<file path="src/rtl/div_unit.sv">
// div_unit: multi-cycle 32-bit integer divider for the EX stage.
// Serves DIV/DIVU/REM/REMU using radix-2 restoring division, one quotient
// bit per cycle. It requests an EX stall while a divide is in flight, and
// follows RISC-V rules for divide-by-zero and signed overflow.
//
// Ports:
//   clk         core clock
//   rst         synchronous active-high reset
//   start_i     EX holds a divide (level, held while stalled)
//   signed_i    1 = DIV/REM, 0 = DIVU/REMU
//   dividend_i  rs1 value
//   divisor_i   rs2 value
//   annul_i     flush; aborts any operation in progress
//   stallreq_o  stall request to the stall controller (combinational)
//   ready_o     result valid this cycle
//   result_o    {remainder, quotient}, registered
module div_unit (
  input  logic        clk,
  input  logic        rst,
  input  logic        start_i,
  input  logic        signed_i,
  input  logic [31:0] dividend_i,
  input  logic [31:0] divisor_i,
  input  logic        annul_i,
  output logic        stallreq_o,
  output logic        ready_o,
  output logic [63:0] result_o
);

  typedef enum logic [1:0] {IDLE, BUSY, DONE} state_t;

  state_t      state;
  logic [4:0]  cnt;
  logic [31:0] rem_q;
  logic [31:0] quo_q;
  logic [31:0] dvs_q;
  logic        neg_q;
  logic        neg_r;

  logic        accept;
  logic [31:0] dividend_mag;
  logic [31:0] divisor_mag;
  logic [32:0] rem_sh;
  logic [32:0] diff;
  logic        ge;
  logic [31:0] rem_nx;
  logic [31:0] quo_nx;
  logic [31:0] quo_fix;
  logic [31:0] rem_fix;

  assign accept = (state == IDLE) && start_i && !annul_i;

  assign dividend_mag = (signed_i && dividend_i[31]) ? -dividend_i : dividend_i;
  assign divisor_mag  = (signed_i && divisor_i[31])  ? -divisor_i  : divisor_i;

  // Shift {R, Q} left by one. The shifted partial remainder needs 33 bits;
  // the borrow out of the subtraction doubles as the R >= divisor compare.
  // After a successful subtract R is below the divisor, so 32 bits of
  // storage are enough between iterations.
  assign rem_sh = {rem_q, quo_q[31]};
  assign diff   = rem_sh - {1'b0, dvs_q};
  assign ge     = !diff[32];
  assign rem_nx = ge ? diff[31:0] : rem_sh[31:0];
  assign quo_nx = {quo_q[30:0], ge};

  assign quo_fix = neg_q ? -quo_nx : quo_nx;
  assign rem_fix = neg_r ? -rem_nx : rem_nx;

  assign stallreq_o = !annul_i && (((state == IDLE) && start_i) || (state == BUSY));
  assign ready_o    = (state == DONE);

  always_ff @(posedge clk) begin
    if (rst) begin
      state    <= IDLE;
      cnt      <= 5'd0;
      rem_q    <= 32'd0;
      quo_q    <= 32'd0;
      dvs_q    <= 32'd0;
      neg_q    <= 1'b0;
      neg_r    <= 1'b0;
      result_o <= 64'd0;
    end else if (annul_i) begin
      state <= IDLE;
    end else begin
      case (state)
        IDLE: begin
          if (accept) begin
            neg_q <= signed_i && (dividend_i[31] ^ divisor_i[31]);
            neg_r <= signed_i && dividend_i[31];
            dvs_q <= divisor_mag;
            quo_q <= dividend_mag;
            rem_q <= 32'd0;
            cnt   <= 5'd0;
            if (divisor_i == 32'd0) begin
              // Divide-by-zero: raw dividend as remainder, no sign correction.
              result_o <= {dividend_i, 32'hFFFF_FFFF};
              state    <= DONE;
            end else begin
              state <= BUSY;
            end
          end
        end
        BUSY: begin
          rem_q <= rem_nx;
          quo_q <= quo_nx;
          cnt   <= cnt + 5'd1;
          if (cnt == 5'd31) begin
            result_o <= {rem_fix, quo_fix};
            state    <= DONE;
          end
        end
        DONE: state <= IDLE;
        default: state <= IDLE;
      endcase
    end
  end

endmodule
</file>
<file path="config.mk">
export PLATFORM = sky130hd
export DESIGN_NAME = div_unit
export DESIGN_NICKNAME = d
export VERILOG_FILES = /design/src/rtl/div_unit.sv
export SDC_FILE = /design/constraint.sdc
export NUM_CORES = 1
export LEC_CHECK = 0
export ABC_AREA = 0
export CAP_MARGIN = 5
export CELL_PAD_IN_SITES_DETAIL_PLACEMENT = 0
export CELL_PAD_IN_SITES_GLOBAL_PLACEMENT = 2
export CORE_AREA = 3 3 193 195
export DETAILED_ROUTE_END_ITERATION = 10
export DIE_AREA = 0 0 196 198
export GPL_ROUTABILITY_DRIVEN = 0
export GPL_TIMING_DRIVEN = 0
export PLACE_DENSITY_LB_ADDON = 0.1
export RECOVER_POWER = 50
export SLEW_MARGIN = 25
export SYNTH_ARGS = -nofsm -noshare
export SYNTH_HDL_FRONTEND = slang
export SYNTH_SLANG_ARGS = --single-unit
</file>
<file path="constraint.sdc">
create_clock -name clk -period 6.6 [get_ports clk]
set_input_delay 1.32 -clock clk [delete_from_list [all_inputs] [get_ports clk]]
set_output_delay 1.32 -clock clk [all_outputs]
set_load 0.03 [all_outputs]
</file>
-- Word-level counts from Yosys, hierarchy flattened
Cells that the tools add are included.
W data, S select, Z words.
- bits in latches: 0
- output and inout port bits: 66
- bits in writable memories: 0
- bits in registers: 169
- logic and storage cells: 58
- bits in read-only memories: 0
- bits of input ports: 69
- memories kept: 0
- bitwise gates (word level): 2
- reductions and logical operators: 17
- shift operators: 0
- $mul: 0
- equal/unequal tests: 6
- add/sub/neg operators: 6
- div/mod/pow operators: 0
- multiplexer cells: 19
- magnitude comparators: 0
- operator list (kind ; count):
    $mux W32 ; 7
    $mux W64 ; 3
    $neg A32 Y32 ; 4
    $pmux W32 S2 ; 2
    $pmux W64 S2 ; 1
    $sub A33 B32 Y33 ; 1
    $logic_not A32 Y1 ; 1
    $pmux W5 S2 ; 1
    $logic_and A1 B1 Y1 ; 6
    $mux W2 ; 3
    $reduce_and A3 Y1 ; 2
    $add A5 B1 Y5 const B ; 1
    $eq A5 B5 Y1 const B ; 1
    $mux W5 ; 1
    $reduce_and A5 Y1 ; 1
    $ne A2 B1 Y1 const B ; 2
    $pmux W2 S2 ; 1
    $eq A2 B1 Y1 const B ; 1
    $eq A2 B2 Y1 const B ; 1
    $logic_not A1 Y1 ; 2
    $logic_not A2 Y1 ; 1
    $ne A2 B2 Y1 const B ; 1
    $reduce_and A2 Y1 ; 1
    $reduce_bool A2 Y1 ; 1
    other kinds (4) ; 4

-- Longest topological paths before layout
Gate-level depths: netlist of the first run.
- depth in word-level cells: 6
- mapped depth: 26
- gate-level depth less buffers: 23

-- Worst setup path before layout of the first run
No wires, ideal clock.
- path type: reg-to-reg
- start: reg quo_q[31]
- end: reg result_o[62]
- stages on the path, launching flop included: 24
- data arrival time: 5.414 ns
- library setup time: 0.128 ns
- path buffers: 3
- setup slack: 1.058 ns
- required time: 6.472 ns
- clock period less this slack: 5.542 ns
- cells stage by stage: dfxtp_1 > inv_1 > ha_1 > inv_1 > fa_1 > a211oi_2 > nor3_2 > o211ai_2 > a21oi_2 > o21a_1 > nor2_2 > clkbuf_1 > clkbuf_1 > mux2i_1 > ha_1 > nand3_1 > nor4b_1 > nor4_1 > a221o_1 > or4b_1 > buf_6 > o41ai_4 > xor2_1 > o22ai_1
- cells in the longest elaborated chain, start to end: 6
- ends and longest elaborated chain (element ; RTL line ; text):
    from (decl) ; 35 ; logic [31:0] quo_q;
    from (signal assigned) ; 91 ; quo_q <= dividend_mag;
    from (signal assigned) ; 105 ; quo_q <= quo_nx;
    $sub A33 B32 Y33 ; 61 ; assign diff = rem_sh - {1'b0, dvs_q};
    $mux W32 (*) ; 63 ; assign rem_nx = ge ? diff[31:0] : rem_sh[31:0];
    $neg A32 Y32 ; 67 ; assign rem_fix = neg_r ? -rem_nx : rem_nx;
    $mux W32 (*) ; 67 ;
    $mux W64 (*) ; 107 ; if (cnt == 5'd31) begin
    $pmux W64 S2 (*) ; 85 ; case (state)
    to (signal assigned) ; 96 ; result_o <= {dividend_i, 32'hFFFF_FFFF};
    to (signal assigned) ; 108 ; result_o <= {rem_fix, quo_fix};
    to (decl) ; 27 ; output logic [63:0] result_o
Every way passes the cells marked *; elsewhere a longest branch is shown, timed or not. The select of a mux whose other input is x is not followed.
A chain may end at the register's enable or synchronous reset.

-- Worst setup path in the final report of the first run
- start: reg dvs_q[0]
- end: reg result_o[62]
- cells in the longest elaborated chain, start to end: 6
- ends and longest elaborated chain (element ; RTL line ; text):
    from (decl) ; 36 ; logic [31:0] dvs_q;
    from (signal assigned) ; 90 ; dvs_q <= divisor_mag;
    $sub A33 B32 Y33 (*) ; 61 ;
    $mux W32 (*) ; 63 ;
    $neg A32 Y32 ; 67 ;
    $mux W32 (*) ; 67 ;
    $mux W64 (*) ; 107 ;
    $pmux W64 S2 (*) ; 85 ;
Marked as above.

==> results of run 1 <==
==> cells in the mapped netlist (9+ instances only) <==
cell type | count | area, um2
a211oi_1 | 81 | 608
a21o_1 | 11 | 82.6
a21oi_1 | 134 | 671
a22oi_1 | 19 | 143
a311oi_1 | 34 | 298
a31oi_1 | 18 | 113
and2_1 | 9 | 56.3
and3_1 | 17 | 106
clkbuf_1 | 82 | 308
dfxtp_1 | 169 | 3380
ha_1 | 38 | 475
inv_1 | 51 | 191
mux2i_1 | 15 | 150
nand2_1 | 144 | 541
nand3_1 | 34 | 170
nor2_1 | 255 | 957
nor3_1 | 41 | 205
nor4_1 | 23 | 144
o211ai_1 | 9 | 67.6
o21ai_0 | 75 | 375
o31ai_1 | 21 | 158
o41ai_1 | 16 | 140
or3_1 | 20 | 125
xnor2_1 | 66 | 578
xor2_1 | 66 | 578
==> power groups by stage <==
stage | Sequential [W] | Combinational (W) | Clock, W
after CTS | 0.00108 | 0.000599 | 0.00108
final | 0.00108 | 0.000598 | 0.00106
after global routing | 0.00109 | 0.000655 | 0.00111
after detailed placement | 0.00111 | 0.000597 | 0
after global placement | 0.00111 | 0.000595 | 0
after floorplan | 0.00111 | 0.000368 | 0
==> state kept, by name (all words and copies together) (netlist names) <==
signal and cells:
quo_q 32, dvs_q 32, rem_q 32, neg_q 1, state 2, result_o 64, neg_r 1, cnt 5
==> worst max-delay path, delay by kind of cell (launching register included) <==
family	cells	cell delay (ns)
XOR/XNOR	1	0.24
adder cells (fa/ha/maj)	3	1.03
flip-flops	1	0.41
buffers and inverters	4	0.69
AO/OA/AOI/OAI	8	2.20
AND/OR/NAND/NOR	7	1.51
==> metal layers <==
metal / vias to the layer above / global-route usage [%] / share of wire [%]
met5: - / 0 / 0
met4: 0 / 9.37 / 3.4
met3: 64 / 2.93 / 4.4
met2: 337 / 44.4 / 49
met1: 5721 / 29.9 / 43
li1: 6060 / - / -
==> worst max-delay path by stage <==
stage	slack [ns]	from	cells past startpoint	to
4_1_cts	0.09	dvs_q[0]	22	result_o[62]
2_1_floorplan	1.06	quo_q[31]	23	result_o[62]
6_report	0.38	dvs_q[0]	23	result_o[62]
3_3_place_gp	-0.69	dvs_q[1]	23	result_o[62]
5_1_grt	0.004	dvs_q[3]	22	result_o[60]
3_5_place_dp	-0.78	dvs_q[1]	24	result_o[62]
==> area by class of cell <==
class / count / share of cell area [%]
timing repair buffer: 135 / 9.44
sequential: 169 / 23.7
clock inverter: 12 / 0.982
buffer: 102 / 3.09
clock buffer: 20 / 3.20
multi-input combinational: 1263 / 54.1
inverter: 52 / 1.39
tap: 461 / 4.04
==> kinds of logic after synthesis <==
| family | Yosys count | synth area share [%] |
|---|---|---|
| muxes | 21 | 1.86 |
| buffers and inverters | 156 | 5.45 |
| xor gates and xnor gates | 132 | 9.86 |
| adders and majority gates | 39 | 4.23 |
| DFF | 169 | 28.9 |
| AOI/OAI and AO/OA | 471 | 26.5 |
| and+or+nand+nor | 600 | 23.3 |
==> per-stage QoR <==
stage	hold slack, ns	cell area (um2)	std cells
2_1_floorplan	0.440	11700	1588
3_3_place_gp	0.485	13600	2182
3_5_place_dp	0.492	13600	2182
4_1_cts	0.501	14200	2214
5_1_grt	0.517	14300	2214
6_report	0.494	14300	2214
==> timing repair <==
item,CTS,global route
resized for setup,4,5
endpoints found under the setup margin,12,5
buffers inserted,2,0
==> impl_metrics.csv, run 1 <==
group,metric,value,unit
outcome,status,"finished clean",
placed_design,dp_hpwl,39600,um
clock_network,cts_sinks,169,
die,start_util,33.0,%
yosys,synth_nets,1696,
critical_path,endpoint_kind,"flop",
grt,grt_first_pass_wirelength,72500,um
critical_path,crit_required,6.92,ns
drt,viasPerCell,5.50,
drt,drtPass1Iterations,5,
critical_path,arrival,6.55,ns
die,io_pins,135,
timing,final-setup-viol-count,0,
finish,regArea,3380,um2
finish,antenna_cells,0,
clock_network,clk_latency,0.45,ns
yosys,yosysWarningCount,0,
min_path,hp-start,"result_o[6]",
clock_network,cts_buffers,17,
yosys,synth_enable_flop_cells,0,
grt,antenna_found_initial,0,
clock_network,cts.path.max_buffers,2,
yosys,syn_avg_cell_area,7.38,um2
drt,via_count,12182,
min_path,min_path_type,"reg2reg",
min_path,holdPathStages,2,
drt,drc,0,
critical_path,crit_top_cell,"ha_1",
critical_path,reg2reg_to,"result_o[62]",
flow_run,drv_cap,0,
finish,drive_gt1_share,4.16,%
power_and_ir_drop,p_int,0.00185,W
finish,utilization,40.1,%
finish,nets,1848,
critical_path,critPathKind,"reg2reg",
grt,grt_util_all_layers,24.6,%
timing,setup_tns,0,ns
timing,fin_ws,0.376,ns
drt,wl_per_cell,21.9,um
die,die_width,196,um
finish,area_growth,21.7,%
grt,grt_pass1_vias,11864,
grt,grt_max_degree,20,
clock_network,clkTransAtPathRegs,0.08,ns
timing,worst_slew_pin_slew,1.18,ns
power_and_ir_drop,irDropWorstVdd,0.172,mV
critical_path,max_stage_delay,0.51,ns
yosys,syn-instance-count,1588,
critical_path,rrSetupSlack,0.38,ns
critical_path,startpoint_type,"flop",
timing,final_hold_viol_count,0,
power_and_ir_drop,p_sw_share,32.4,%
yosys,synth-seq-cells,169,
yosys,ys.flop_type,"dfxtp_1",
power_and_ir_drop,p_leak,5.38,nW
timing,period_needed,6.22,ns
power_and_ir_drop,p_sw,0.000888,W
die,coreArea,35600,um2
placed_design,dp_slack,-0.780,ns
timing,slew_headroom,20.3,%
die,die_height,198,um
finish,layout_common_cells,"255 x nor2_1, 169 x dfxtp_1, 144 x nand2_1",
yosys,async_reset_ff_share,0,%
die,die-area,38800,um2
timing,finalCritPeriodShare,94.3,%
yosys,netlist_area,11700,um2
clock_network,cts_root_buf,"clkbuf_16",
clock_network,cts_tree,"yes",
drt,routed_wl,48600,um
min_path,min_to,"result_o[6]",
critical_path,reg2regPathDepth,23,
yosys,synth-seq-area-share,28.9,%
timing,fin_skew,0.00991,ns
finish,fill_cells,3838,
critical_path,slowest_stage,"or4b_1",
yosys,synthDistinctLibCells,74,
placed_design,portBuffers,133,
power_and_ir_drop,powerDensity,192,nW/um2
grt,grt.overflow.total,0,
finish,multiInputGateArea,7720,um2
finish,final_common_cell,"nor2_1",
clock_network,cts-hold-fix-buffers,0,
timing,slew_viol_final,0,
timing,max_freq,161,MHz
critical_path,path_cells,"ha_1 > inv_1 > fa_1 > a211oi_4 > nor3_2 > o211ai_2 > a21oi_2 > o21a_1 > nor2_4 > clkinvlp_4 > buf_4 > a21oi_1 > ha_1 > nor2b_1 > nand2_1 > nor3_1 > nor4_1 > a221o_1 > or4b_1 > buf_6 > o41ai_4 > xor2_1 > o22ai_1",
power_and_ir_drop,p_total,0.00274,W
critical_path,critical_path.max_fanout,10,
drt,ant_nets,0,
power_and_ir_drop,p_seq_share,39.5,%
die,rows,69,
power_and_ir_drop,power.share.combinational,21.8,%
clock_network,h-tree-depth,4,
timing,rsz0062_at_grt,"no",
drt,drt-initial-drc-count,874,
critical_path,r2r-start,"dvs_q[0]",
power_and_ir_drop,pwr-share-clk,38.7,%
Note: power is estimated with default switching activity, not from simulation.
==> run 2, diff against run 1 <==
--- a/config.mk
+++ b/config.mk
@@ -13,7 +13,7 @@
 export DETAILED_ROUTE_END_ITERATION = 10
 export DIE_AREA = 0 0 196 198
 export GPL_ROUTABILITY_DRIVEN = 0
-export GPL_TIMING_DRIVEN = 0
+export GPL_TIMING_DRIVEN = 1
 export PLACE_DENSITY_LB_ADDON = 0.1
 export RECOVER_POWER = 50
 export SLEW_MARGIN = 25
==> impl_metrics.csv, run 2 (same netlist as run 1, synthesis figures left out) <==
group,metric,value,unit
outcome,status,"finished, violations left",
outcome,violations,"max-capacitance violations, max-slew violations",
clock_network,cts_tree,"yes",
clock_network,cts_buffers,17,
critical_path,critPathBufInv,4,
clock_network,clkTransAtPathRegs,0.08,ns
finish,fill_cells,3814,
finish,final_common_cell,"nor2_1",
timing,setup_tns,0,ns
clock_network,cts.repair.resized,0,
clock_network,cts-hold-fix-buffers,0,
flow_run,drv_cap,3,
grt,grt_max_degree,87,
finish,regArea,3380,um2
power_and_ir_drop,powerDensity,193,nW/um2
drt,ant_nets,0,
clock_network,cts_sinks,169,
drt,viasPerCell,5.43,
timing,fin_ws,0.804,ns
die,coreArea,35600,um2
die,io_pins,135,
timing,final_hold_viol_count,0,
clock_network,cts.path.max_buffers,2,
finish,layout_common_cells,"254 x nor2_1, 169 x dfxtp_1, 144 x nand2_1",
critical_path,cpLargestDelayFamily,"compound AO/OA/AOI/OAI gates",
timing,slew_viol_final,165,
power_and_ir_drop,p_leak,5.27,nW
min_path,min_path_type,"reg2reg",
critical_path,startpoint_type,"flop",
die,rows,69,
die,die_width,196,um
critical_path,critical_path.max_fanout,10,
finish,largest_reg_flops,64,
finish,area_growth,18.8,%
timing,rsz0062_at_grt,"no",
timing,max_freq,173,MHz
die,die_height,198,um
timing,final-setup-viol-count,0,
clock_network,post_cts_buffers,0,
placed_design,dp_hpwl,32300,um
timing,fin_skew,0.0134,ns
critical_path,slowest_stage,"or4b_1",
placed_design,portBuffers,134,
critical_path,crit_required,6.92,ns
drt,drc,0,
timing,finalCritPeriodShare,87.8,%
finish,multiInputGateArea,7730,um2
finish,nets,1764,
die,start_util,33.0,%
grt,grt_first_pass_wirelength,65100,um
finish,largest-register,"result_o",
timing,slew_headroom,-82.8,%
clock_network,clk_latency,0.46,ns
grt,grt_util_all_layers,21.4,%
grt,grt.overflow.total,0,
critical_path,arrival,6.12,ns
grt,antenna_found_initial,1,
drt,via_count,11554,
die,die-area,38800,um2
drt,drt-initial-drc-count,737,
clock_network,cts_root_buf,"clkbuf_16",
finish,antenna_cells,0,
critical_path,critPathKind,"reg2reg",
drt,routed_wl,42400,um
critical_path,path_cells,"inv_1 > ha_1 > inv_1 > fa_1 > a211oi_1 > nor3_2 > o211ai_2 > a21oi_2 > o21a_1 > nor2_2 > buf_4 > mux2i_1 > ha_1 > nor2b_1 > nand2_1 > nor3_1 > nor4_1 > buf_4 > a221o_1 > or4b_1 > o41ai_4 > xor2_1 > o22ai_1",
drt,drtPass1Iterations,5,
finish,utilization,39.1,%
timing,period_needed,5.80,ns
power_and_ir_drop,irDropWorstVdd,0.167,mV
critical_path,endpoint_kind,"flop",
clock_network,h-tree-depth,4,
placed_design,dp_slack,1.10,ns
drt,wl_per_cell,19.9,um
critical_path,max_stage_delay,0.68,ns
finish,drive_gt1_share,4.32,%
timing,worst_slew_pin_slew,2.74,ns
grt,grt_pass1_vias,11044,
## run 2: cell types whose count changed in the layout (fill, tap and decap cells not counted), moves of 3 or more
cell,previous run,this run
buf_1,5,0
buf_2,3,0
buf_4,6,15
buf_6,3,0
clkbuf_1,83,6
clkdlybuf4s50_1,64,67
dlygate4sd3_1,70,66
## run 2: worst register-to-register path: cells and delay by family, from the launching register on
family | cells | cell delay (ns)
XOR/XNOR | 1 | 0.18
adder cells (fa/ha/maj) | 3 | 0.86
AND/OR/NAND/NOR | 7 | 1.47
buffers and inverters | 4 | 0.48
AO/OA/AOI/OAI | 7 | 2.02
multiplexers | 1 | 0.32
flip-flops | 1 | 0.35
## run 2: metal layers
layer	part of all wire, %	track usage [%]
met1	47	28.7
met2	47	36.1
met3	3.5	2.42
met4	2.2	6.89
met5	0	0
## run 2: power by group
group | switching, W | internal [W]
Combinational | 0.000355 | 0.000209
Sequential | 0.0000307 | 0.00105
Clock | 0.000466 | 0.000576
## run 2: layout make-up
type                    instances  share of cell area, %
flip-flops and latches        169                   24.3
clock buffers                  20                   3.28
multi-input cells            1263                   55.5
clock inverters                11                  0.872
well taps                     461                   4.14
inverters                      52                   1.40
repair buffers                153                   10.5
## run 2: final timing paths
| check | start | end | slack, ns | cells after the start |
|---|---|---|---|---|
| worst max-delay path | quo_q[31] | result_o[62] | 0.80 | 23 |
| worst min-delay path | dvs_q[0] | dvs_q[0] | 0.48 | 2 |
| worst max register to register | quo_q[31] | result_o[62] | 0.80 | 23 |
| worst min register to register | dvs_q[0] | dvs_q[0] | 0.48 | 2 |
## run 2: per-stage QoR
stage	power, W	hold WS (ns)	area (um2)	cells
6_report	0.00269	0.476	13900	2129
3_5_place_dp	0.00167	0.464	13400	2098
2_1_floorplan	0.00148	0.440	11700	1588
4_1_cts	0.00272	0.473	14000	2129
5_1_grt	0.00281	0.508	13900	2129
3_3_place_gp	0.00168	0.454	13400	2098
